File: src/rtl/proc_csr_io_if.sv
// CSR-mapped I/O bundle: W-stage CSR read/write ports plus the per-channel
// output and input val/rdy streams.
interface proc_csr_io_if #(
  parameter int unsigned p_nbits   = 32,
  parameter int unsigned p_num_in  = 3,
  parameter int unsigned p_num_out = 3
);
  logic                           csrw_en;
  logic [3:0]                     csrw_idx;
  logic [p_nbits-1:0]             csrw_data;
  logic                           csrw_rdy;
  logic                           csrr_en;
  logic [3:0]                     csrr_idx;
  logic [p_nbits-1:0]             csrr_data;
  logic                           csrr_rdy;
  logic [p_num_out-1:0]           out_val;
  logic [p_num_out*p_nbits-1:0]   out_data;
  logic [p_num_out-1:0]           out_rdy;
  logic [p_num_in-1:0]            in_val;
  logic [p_num_in*p_nbits-1:0]    in_data;
  logic [p_num_in-1:0]            in_rdy;
  logic                           err;

  modport master (
    output csrw_en, csrw_idx, csrw_data, csrr_en, csrr_idx, out_rdy, in_val, in_data,
    input  csrw_rdy, csrr_data, csrr_rdy, out_val, out_data, in_rdy, err
  );

  modport slave (
    input  csrw_en, csrw_idx, csrw_data, csrr_en, csrr_idx, out_rdy, in_val, in_data,
    output csrw_rdy, csrr_data, csrr_rdy, out_val, out_data, in_rdy, err
  );
endinterface

File: src/rtl/proc_csr_io.sv
// Parametrised CSR-mapped I/O unit: CSR writes feed per-channel output FIFOs,
// CSR reads consume input streams combinationally or return a status word.
module proc_csr_io #(
  parameter int unsigned p_nbits   = 32,
  parameter int unsigned p_num_in  = 3,
  parameter int unsigned p_num_out = 3,
  parameter int unsigned p_depth   = 4
) (
  input  logic          clk,
  input  logic          rst,
  proc_csr_io_if.slave  bus
);

  localparam int unsigned PtrW = $clog2(p_depth);
  localparam int unsigned CntW = PtrW + 1;
  localparam logic [3:0] NumIn     = 4'(p_num_in);
  localparam logic [3:0] NumOut    = 4'(p_num_out);
  localparam logic [3:0] StatusIdx = 4'hF;
  localparam logic [CntW-1:0] CntFull = CntW'(p_depth);

  logic [p_nbits-1:0] mem_q [p_num_out][p_depth];
  logic [PtrW-1:0]    head_q [p_num_out];
  logic [PtrW-1:0]    head_d [p_num_out];
  logic [PtrW-1:0]    tail_q [p_num_out];
  logic [PtrW-1:0]    tail_d [p_num_out];
  logic [CntW-1:0]    cnt_q  [p_num_out];
  logic [CntW-1:0]    cnt_d  [p_num_out];

  logic [p_num_out-1:0] full, enq, deq;
  logic                 wr_oor, rd_oor;
  logic                 err_q, err_d;

  always_comb begin
    for (int k = 0; k < p_num_out; k++) begin
      full[k]        = (cnt_q[k] == CntFull);
      deq[k]         = (cnt_q[k] != '0) && bus.out_rdy[k];
      bus.out_val[k] = (cnt_q[k] != '0);
      bus.out_data[k*p_nbits +: p_nbits] = mem_q[k][head_q[k]];
    end
  end

  // Ready depends only on fullness, never on out_rdy, to avoid a comb path
  // from consumer ready back into the W-stage stall.
  always_comb begin
    wr_oor       = (bus.csrw_idx >= NumOut);
    bus.csrw_rdy = wr_oor;
    enq          = '0;
    for (int k = 0; k < p_num_out; k++) begin
      if (bus.csrw_idx == 4'(k)) begin
        bus.csrw_rdy = !full[k];
        enq[k]       = bus.csrw_en && !full[k];
      end
    end
  end

  always_comb begin
    bus.csrr_rdy  = 1'b1;
    bus.csrr_data = '0;
    bus.in_rdy    = '0;
    rd_oor        = 1'b0;
    if (bus.csrr_idx == StatusIdx) begin
      if (bus.csrr_en) begin
        bus.csrr_data[p_num_in-1:0]      = bus.in_val;
        bus.csrr_data[16 +: p_num_out]   = full;
      end
    end else if (bus.csrr_idx < NumIn) begin
      for (int k = 0; k < p_num_in; k++) begin
        if (bus.csrr_idx == 4'(k)) begin
          bus.csrr_rdy  = bus.in_val[k];
          bus.in_rdy[k] = bus.csrr_en && bus.in_val[k];
          if (bus.csrr_en) begin
            bus.csrr_data = bus.in_data[k*p_nbits +: p_nbits];
          end
        end
      end
    end else begin
      rd_oor = 1'b1;
    end
  end

  always_comb begin
    err_d = err_q | (bus.csrw_en & wr_oor) | (bus.csrr_en & rd_oor);
    for (int k = 0; k < p_num_out; k++) begin
      head_d[k] = head_q[k] + PtrW'(deq[k]);
      tail_d[k] = tail_q[k] + PtrW'(enq[k]);
      case ({enq[k], deq[k]})
        2'b10:   cnt_d[k] = cnt_q[k] + CntW'(1);
        2'b01:   cnt_d[k] = cnt_q[k] - CntW'(1);
        default: cnt_d[k] = cnt_q[k];
      endcase
    end
  end

  always_ff @(posedge clk) begin
    if (rst) begin
      err_q <= 1'b0;
      for (int k = 0; k < p_num_out; k++) begin
        head_q[k] <= '0;
        tail_q[k] <= '0;
        cnt_q[k]  <= '0;
      end
    end else begin
      err_q <= err_d;
      for (int k = 0; k < p_num_out; k++) begin
        head_q[k] <= head_d[k];
        tail_q[k] <= tail_d[k];
        cnt_q[k]  <= cnt_d[k];
      end
    end
  end

  // Storage needs no reset: entries are only visible once counted.
  always_ff @(posedge clk) begin
    for (int k = 0; k < p_num_out; k++) begin
      if (enq[k]) begin
        mem_q[k][tail_q[k]] <= bus.csrw_data;
      end
    end
  end

  assign bus.err = err_q;

endmodule

File: src/flat_wrapper.sv
// flat-port wrapper written by rule: the top's interface ports become plain ports
module proc_csr_io_flat 
#(
  parameter int unsigned p_nbits   = 32,
  parameter int unsigned p_num_in  = 3,
  parameter int unsigned p_num_out = 3,
  parameter int unsigned p_depth   = 4
)
  (clk, rst, bus_csrw_en, bus_csrw_idx, bus_csrw_data, bus_csrr_en, bus_csrr_idx, bus_out_rdy, bus_in_val, bus_in_data, bus_csrw_rdy, bus_csrr_data, bus_csrr_rdy, bus_out_val, bus_out_data, bus_in_rdy, bus_err);
  proc_csr_io_if #(.p_nbits(p_nbits), .p_num_in(p_num_in), .p_num_out(p_num_out)) bus_i ();
  input  logic clk;
  input  logic rst;
  input wire logic [$bits(bus_i.csrw_en)-1:0] bus_csrw_en;
  input wire logic [$bits(bus_i.csrw_idx)-1:0] bus_csrw_idx;
  input wire logic [$bits(bus_i.csrw_data)-1:0] bus_csrw_data;
  input wire logic [$bits(bus_i.csrr_en)-1:0] bus_csrr_en;
  input wire logic [$bits(bus_i.csrr_idx)-1:0] bus_csrr_idx;
  input wire logic [$bits(bus_i.out_rdy)-1:0] bus_out_rdy;
  input wire logic [$bits(bus_i.in_val)-1:0] bus_in_val;
  input wire logic [$bits(bus_i.in_data)-1:0] bus_in_data;
  output wire logic [$bits(bus_i.csrw_rdy)-1:0] bus_csrw_rdy;
  output wire logic [$bits(bus_i.csrr_data)-1:0] bus_csrr_data;
  output wire logic [$bits(bus_i.csrr_rdy)-1:0] bus_csrr_rdy;
  output wire logic [$bits(bus_i.out_val)-1:0] bus_out_val;
  output wire logic [$bits(bus_i.out_data)-1:0] bus_out_data;
  output wire logic [$bits(bus_i.in_rdy)-1:0] bus_in_rdy;
  output wire logic [$bits(bus_i.err)-1:0] bus_err;
  assign bus_i.csrw_en = bus_csrw_en;
  assign bus_i.csrw_idx = bus_csrw_idx;
  assign bus_i.csrw_data = bus_csrw_data;
  assign bus_i.csrr_en = bus_csrr_en;
  assign bus_i.csrr_idx = bus_csrr_idx;
  assign bus_i.out_rdy = bus_out_rdy;
  assign bus_i.in_val = bus_in_val;
  assign bus_i.in_data = bus_in_data;
  assign bus_csrw_rdy = bus_i.csrw_rdy;
  assign bus_csrr_data = bus_i.csrr_data;
  assign bus_csrr_rdy = bus_i.csrr_rdy;
  assign bus_out_val = bus_i.out_val;
  assign bus_out_data = bus_i.out_data;
  assign bus_in_rdy = bus_i.in_rdy;
  assign bus_err = bus_i.err;
  proc_csr_io #(.p_nbits(p_nbits), .p_num_in(p_num_in), .p_num_out(p_num_out), .p_depth(p_depth)) u_core (.clk(clk), .rst(rst), .bus(bus_i));
endmodule
File: config.mk
export PLATFORM = sky130hd
export DESIGN_NAME = proc_csr_io_flat
export DESIGN_NICKNAME = d
export VERILOG_FILES = /design/src/rtl/proc_csr_io_if.sv /design/src/rtl/proc_csr_io.sv /design/src/flat_wrapper.sv
export SDC_FILE = /design/constraint.sdc
export NUM_CORES = 1
export LEC_CHECK = 0
export CORE_UTILIZATION = 50
export CTS_CLUSTER_DIAMETER = 100
export DETAILED_ROUTE_END_ITERATION = 10
export PLACE_DENSITY = 0.74
export RECOVER_POWER = 25
export SLEW_MARGIN = 5
export SYNTH_ARGS = -nofsm -noshare
export SYNTH_HDL_FRONTEND = slang
export SYNTH_SLANG_ARGS = --single-unit
File: constraint.sdc
create_clock -name clk -period 11.9 [get_ports clk]
set_clock_uncertainty 0.15 [all_clocks]
set_input_delay 1.785 -clock clk [delete_from_list [all_inputs] [get_ports clk]]
set_output_delay 1.785 -clock clk [all_outputs]
set_load 0.02 [all_outputs]
Word-level counts from Yosys, hierarchy flattened
Memory sizes are Yosys's and may differ from the RTL's.
Index checks and enable logic that the tools add are counted.
- register bits after elaboration: 1
- latch bits: 0
- bits in writable memories: 405
- ROM bits: 0
- input port bits: 146
- output and inout port bits: 137
- word-level logic and storage cells: 156
- memories: 4
- memories (name ; words ; bits a word ; read ports ; clocked after Yosys merged registers in ; write ports ; RTL line ; RTL):
    u_core.mem_q ; 3 ; 128 ; 3 ; 0 ; 1 ; proc_csr_io.sv:21 ; logic [p_nbits-1:0] mem_q [p_num_out][p_depth];
    u_core.cnt_q ; 3 ; 3 ; 3 ; 0 ; 3 ; proc_csr_io.sv:26 ; logic [CntW-1:0] cnt_q [p_num_out];
    u_core.head_q ; 3 ; 2 ; 3 ; 0 ; 3 ; proc_csr_io.sv:22 ; logic [PtrW-1:0] head_q [p_num_out];
    u_core.tail_q ; 3 ; 2 ; 3 ; 0 ; 3 ; proc_csr_io.sv:24 ; logic [PtrW-1:0] tail_q [p_num_out];
- $add $sub $neg: 12
- $mul: 0
- div/mod/pow operators: 0
- $lt $le $gt $ge: 11
- equal/unequal tests: 14
- shift-type cells: 0
- mux-type cells: 73
- bitwise operators: 19
- reductions and logical operators: 22
- operators by type and width (cell ; number):
    128-bit 2-to-1 mux ; 7
    32-bit 2-to-1 mux ; 16
    128-bit OR reduction ; 2
    32-bit binary-select mux with 2-bit select ; 3
    32-bit demux with 2-bit select ; 3
    3-bit 2-to-1 mux ; 9
    13-bit 2-to-1 mux ; 2
    1-bit 2-to-1 mux ; 22
    3-bit greater-or-equal comparator (second input constant) ; 6
    2-bit NOT with 3-bit output ; 6
    3-bit one-hot mux with 2 select lines ; 3
    2-bit 2-to-1 mux ; 8
    2-bit by 1-bit adder with 2-bit output ; 6
    1-bit logical AND ; 12
    1-bit bitwise OR ; 11
    3-bit by 1-bit adder with 3-bit output (second input constant) ; 3
    3-bit == test (second input constant) ; 3
    3-bit by 1-bit < comparator with 1-bit output (second input constant) ; 3
    3-bit nonzero test ; 3
    3-bit by 1-bit subtractor with 3-bit output (second input constant) ; 3
    4-bit by 1-bit == test with 1-bit output (second input constant) ; 2
    4-bit by 2-bit == test with 1-bit output (second input constant) ; 2
    4-bit zero test ; 2
    2-bit by 1-bit == test with 1-bit output (second input constant) ; 3
    6 further kinds ; 11

Depth between registers and ports, before layout
- depth after elaboration: 9
- depth in mapped cells: 9
- gate-level depth less buffers: 8

Worst setup path after synthesis
OpenSTA, ideal clock, no wires.
- path type: input port to flip-flop
- start: in bus_csrw_idx[0]
- end: mem u_core.mem_q[0][100] in the netlist's numbering, enable pin
- setup time: 461 ps
- data arrival time: 4988 ps
- required time: 11289 ps
- setup slack: 6301 ps
- cell stages on the path: 4
- buffers on the path: 1
- cells stage by stage: or4b_1 -> or3_1 -> buf_6 -> nor3_1
- longest elaborated chain between the ends: 7
- elaborated cells between the ends (all ways): 18
- classes of those cells: eq/ne: 2; mux: 13; reduce/logical: 3
- ends and longest elaborated chain (what ; RTL line ; RTL):
    start: declaration ; flat_wrapper.sv:14 ; input wire logic [$bits(bus_i.csrw_idx)-1:0] bus_csrw_idx;
    4-bit by 1-bit == test with 1-bit output ; proc_csr_io.sv:49 ; if (bus.csrw_idx == 4'(k)) begin
    1-bit 2-to-1 mux ; proc_csr_io.sv:49 ;
    1-bit 2-to-1 mux ; proc_csr_io.sv:115 ; if (enq[k]) begin
    128-bit 2-to-1 mux (not written as such) ; proc_csr_io.sv:116 ; mem_q[k][tail_q[k]] <= bus.csrw_data;
    128-bit OR reduction (no source line) ; n/a ;
    2-bit 2-to-1 mux (no source line) or 128-bit 2-to-1 mux (tied branches) (2 in series) ; n/a ;
    end: declaration ; proc_csr_io.sv:21 ;
Several ways; a longest one is shown, not always the timed one.

Worst setup path in the final report
- start: in bus_csrr_idx[0]
- end: out bus_csrr_data[24]
- longest elaborated chain between the ends: 8
- elaborated cells between the ends (all ways): 12
- classes of those cells: order compare: 1; eq/ne: 3; mux: 7; reduce/logical: 1
- ends and longest elaborated chain (what ; RTL line ; RTL):
    start: declaration ; flat_wrapper.sv:17 ; input wire logic [$bits(bus_i.csrr_idx)-1:0] bus_csrr_idx;
    4-bit zero test ; proc_csr_io.sv:68 ; if (bus.csrr_idx == 4'(k)) begin
    32-bit 2-to-1 mux ; proc_csr_io.sv:68 ;
    32-bit 2-to-1 mux ; proc_csr_io.sv:71 ; if (bus.csrr_en) begin
    32-bit 2-to-1 mux ; proc_csr_io.sv:68 ;
    32-bit 2-to-1 mux ; proc_csr_io.sv:71 ;
    32-bit 2-to-1 mux ; proc_csr_io.sv:68 ;
    32-bit 2-to-1 mux ; proc_csr_io.sv:66 ; end else if (bus.csrr_idx < NumIn) begin
    13-bit 2-to-1 mux * ; proc_csr_io.sv:61 ; if (bus.csrr_idx == StatusIdx) begin
    end: declaration ; flat_wrapper.sv:22 ; output wire logic [$bits(bus_i.csrr_data)-1:0] bus_csrr_data;
Every way passes the cells marked *; elsewhere a longest branch is shown, timed or not.

==> impl_metrics.json <==
{
  "run_status": "completed",
  "drc": 0,
  "syn-cell-area_um2": 15900,
  "setup_slack_on_the_worst_flop_to_flop_path_ns": 8.95,
  "antenna_left": 0,
  "worst_setup_path_end_kind": "output pin",
  "r2r_end": "u_core.mem_q[0][202]$_DFFE_PP_",
  "clock_tree.root_cell": "clkbuf_16",
  "grt-ovfl-total": 0,
  "syn-instance-count": 796,
  "cts.sinks": 406,
  "synth_nets": 954,
  "max_clock_freq_ghz": 0.144,
  "clock_tree_from_tritoncts": "built",
  "final-seq-area_um2": 12000,
  "total_power_mw": 3.04,
  "mostFrequentLayoutCell": "edfxtp_1",
  "height_of_the_die_um": 181,
  "worstPathArrival_ns": 5.01,
  "postSynthAreaPerCell_um2": 20.0,
  "drt_iter0_drc": 565,
  "finalNonFillerCells": 1520,
  "postCtsSetupRepairBufs": 0,
  "synthDominantAreaCellType": "edfxtp_1",
  "synth.ff_latch_count": 406,
  "floorplan.die_area_um2": 32600,
  "timing.critical_path.from_type": "input pin",
  "synth_seq_area_share_pct": 75.1,
  "worstPathRequired_ns": 9.97,
  "critPathMaxFanout": 41,
  "ys_types": 44,
  "vdd.ir_drop.worst_v": 0.000115,
  "slew_headroom_pct": 18.9,
  "ys.warnings.count": 0,
  "ctsLongestPathBuffers": 3,
  "grt_max_degree": 42,
  "setup-violations-final": 0,
  "via_per_inst": 5.73,
  "worst_slack_ns": 4.95,
  "max_slew.worst_pin.slew_ns": 1.21,
  "row_count": 64,
  "globalplace.congestion": 0.881,
  "routed_wire_length_per_instance_um": 23.8,
  "holdPathStages": 2,
  "detailedPlace.worstSlack_ns": 5.02,
  "hp-class": "flop to flop",
  "die_x_um": 181,
  "detailedPlacementHpwl_um": 22600,
  "slowest_delay_ns": 0.88,
  "worst_setup_hold_path_clk_slew_ns": 0.06,
  "fin_nets": 1249,
  "drt-total-wl_um": 36200,
  "yosys.area.top_type_share_pct": 72.4,
  "drive_above_1_share_pct": 17.5,
  "grt_util_all_layers_pct": 22.6,
  "powerDensity_nw_per_um2": 148,
  "post-place-cells": 1445,
  "worst_skew_pair.late_latency_ns": 0.53,
  "setup_repair_after_global_routing_missed_its_margin": "no",
  "crit_path_top_delay_cell": "or2_1",
  "predominant_post_synthesis_flop_cell": "edfxtp_1",
  "cts.htree.levels": 2,
  "detail_route.first_pass.iterations": 5,
  "port_buffers": 282,
  "period_minus_slack_ns": 6.95,
  "ctsResizeCount": 0,
  "cts_inserted_buffers": 40,
  "synth_area_leaders": "edfxtp_1 (72%), mux4_2 (14%), dfxtp_1 (2.8%), nor2_1 (1.6%), a2111oi_0 (1.4%)",
  "ctsHoldBuffers": 0,
  "depth_of_the_most_critical_reg_to_reg_path": 4,
  "start_util_pct": 51.4,
  "num-fill-cells": 2052,
  "io_pins": 283,
  "syn_to_final_growth_pct": 29.3,
  "hp-start": "u_core.cnt_q[0][5]$_SDFFE_PP0P_",
  "crit_chain": "clkdlybuf4s50_1, buf_4, or2_1, nor2_1, a2111oi_0, clkdlybuf4s50_1",
  "most_frequent_cells_in_the_layout": "edfxtp_1 (384), clkdlybuf4s50_1 (260), mux4_2 (96)",
  "final_report_hold_violation_count": 0,
  "criticalPathCategory": "input pin to output pin",
  "num_vias": 8717,
  "fp.coreArea_um2": 31000,
  "hold_end": "u_core.cnt_q[0][5]$_SDFFE_PP0P_",
  "first_global_vias": 9202,
  "synth_edf_count": 384,
  "slew_viol_final": 0,
  "grt_first_pass_wirelength_um": 54700,
  "timing.setup.tns_ns": 0,
  "multi_input_comb_area_um2": 3760,
  "cap_violations": 0,
  "leakage_power_total_nw": 6.54,
  "crit_path_most_repeated_cell": "clkdlybuf4s50_1",
  "r2r_start": "u_core.cnt_q[0][3]$_SDFFE_PP0P_",
  "final_min_period_over_clock_period_pct": 58.4,
  "initial_antenna_violation_count": 1,
  "synth-async-reset-ratio_pct": 0
}
routing by layer:
layer / vias to the layer above / GRT usage (%) / part of all wire (%)
met1: 4440 / 29.6 / 40
met4: 0 / 6.36 / 2.2
li1: 3842 / - / -
met2: 382 / 38.5 / 51
met5: - / 0 / 0
met3: 53 / 4.65 / 6.8
final cells by class:
class	instances	area share (%)
timing repair buffer	298	14.3
tap	396	2.41
inverter	16	0.298
antenna	1	0.0122
clock buffer	47	5.13
sequential	406	58.2
multi-input combinational	329	18.2
clock inverter	27	1.44
critical path: cells and delay by family:
kind	cells	cell delay (ns)
compound gates	1	0.71
buf+inv	3	1.54
simple gates	2	0.94
cells by family after synthesis:
family                     synth area share, %
muxes                                     13.9
and+or+nand+nor                           4.99
adders and majority gates                 1.08
AOI/OAI and AO/OA                         2.63
xor gates and xnor gates                 0.660
buffers and inverters                     1.59
DFF                                       75.1
worst max-delay path by stage:
| stage | start | to | slack (ns) | cells after the start |
|---|---|---|---|---|
| floorplan | bus_csrw_idx[0] | u_core.mem_q[0][100]$_DFFE_PP_ | 6.30 | 4 |
| global placement | bus_csrr_idx[0] | bus_csrr_data[29] | 5.02 | 6 |
| detailed placement | bus_csrr_idx[0] | bus_csrr_data[29] | 5.02 | 6 |
| CTS | bus_csrr_idx[0] | bus_csrr_data[24] | 5.01 | 6 |
| global route | bus_csrr_idx[0] | bus_csrr_data[29] | 4.80 | 6 |
| finish | bus_csrr_idx[0] | bus_csrr_data[24] | 4.95 | 6 |
registers in the layout (all words and copies together), names as in the netlist:
signal          cells
u_core.bus.err      1
u_core.cnt_q        9
u_core.head_q       6
u_core.mem_q      384
u_core.tail_q       6
power by group:
part	total (mW)	switching (mW)	internal, mW
logic	0.193	0.0904	0.103
registers	1.58	0.00712	1.57
clock network	1.27	0.517	0.752
total	3.04	0.615	2.42
stage by stage:
stage / utilization [%] / hold slack (ns) / instance area, um^2
final: 66.4 / 0.346 / 20600
after global routing: 66.4 / 0.369 / 20600
after CTS: 66.4 / 0.344 / 20600
after detailed placement: 62.1 / 0.333 / 19200
after global placement: 62.1 / 0.330 / 19200
after floorplan: - / 0.311 / 15900
cell usage after synthesis (3+ instances only):
cell and count:
a2111oi_0 25, a21oi_1 8, a2bb2oi_1 4, and2_1 3, and3_1 4, buf_2 13
clkbuf_1 29, dfxtp_1 22, edfxtp_1 384, fa_1 3, ha_1 9, inv_1 13
mux2i_1 4, mux4_2 96, nand2b_1 29, nand3_1 3, nor2_1 70, nor2b_1 7
nor3_1 4, nor3b_1 6, nor4b_1 3, o21ai_0 4, o22ai_1 3, o2bb2ai_1 4
o32ai_1 3, or3_1 8, xnor2_1 6, xor2_1 6
Note: power is estimated with default switching activity, not from simulation.
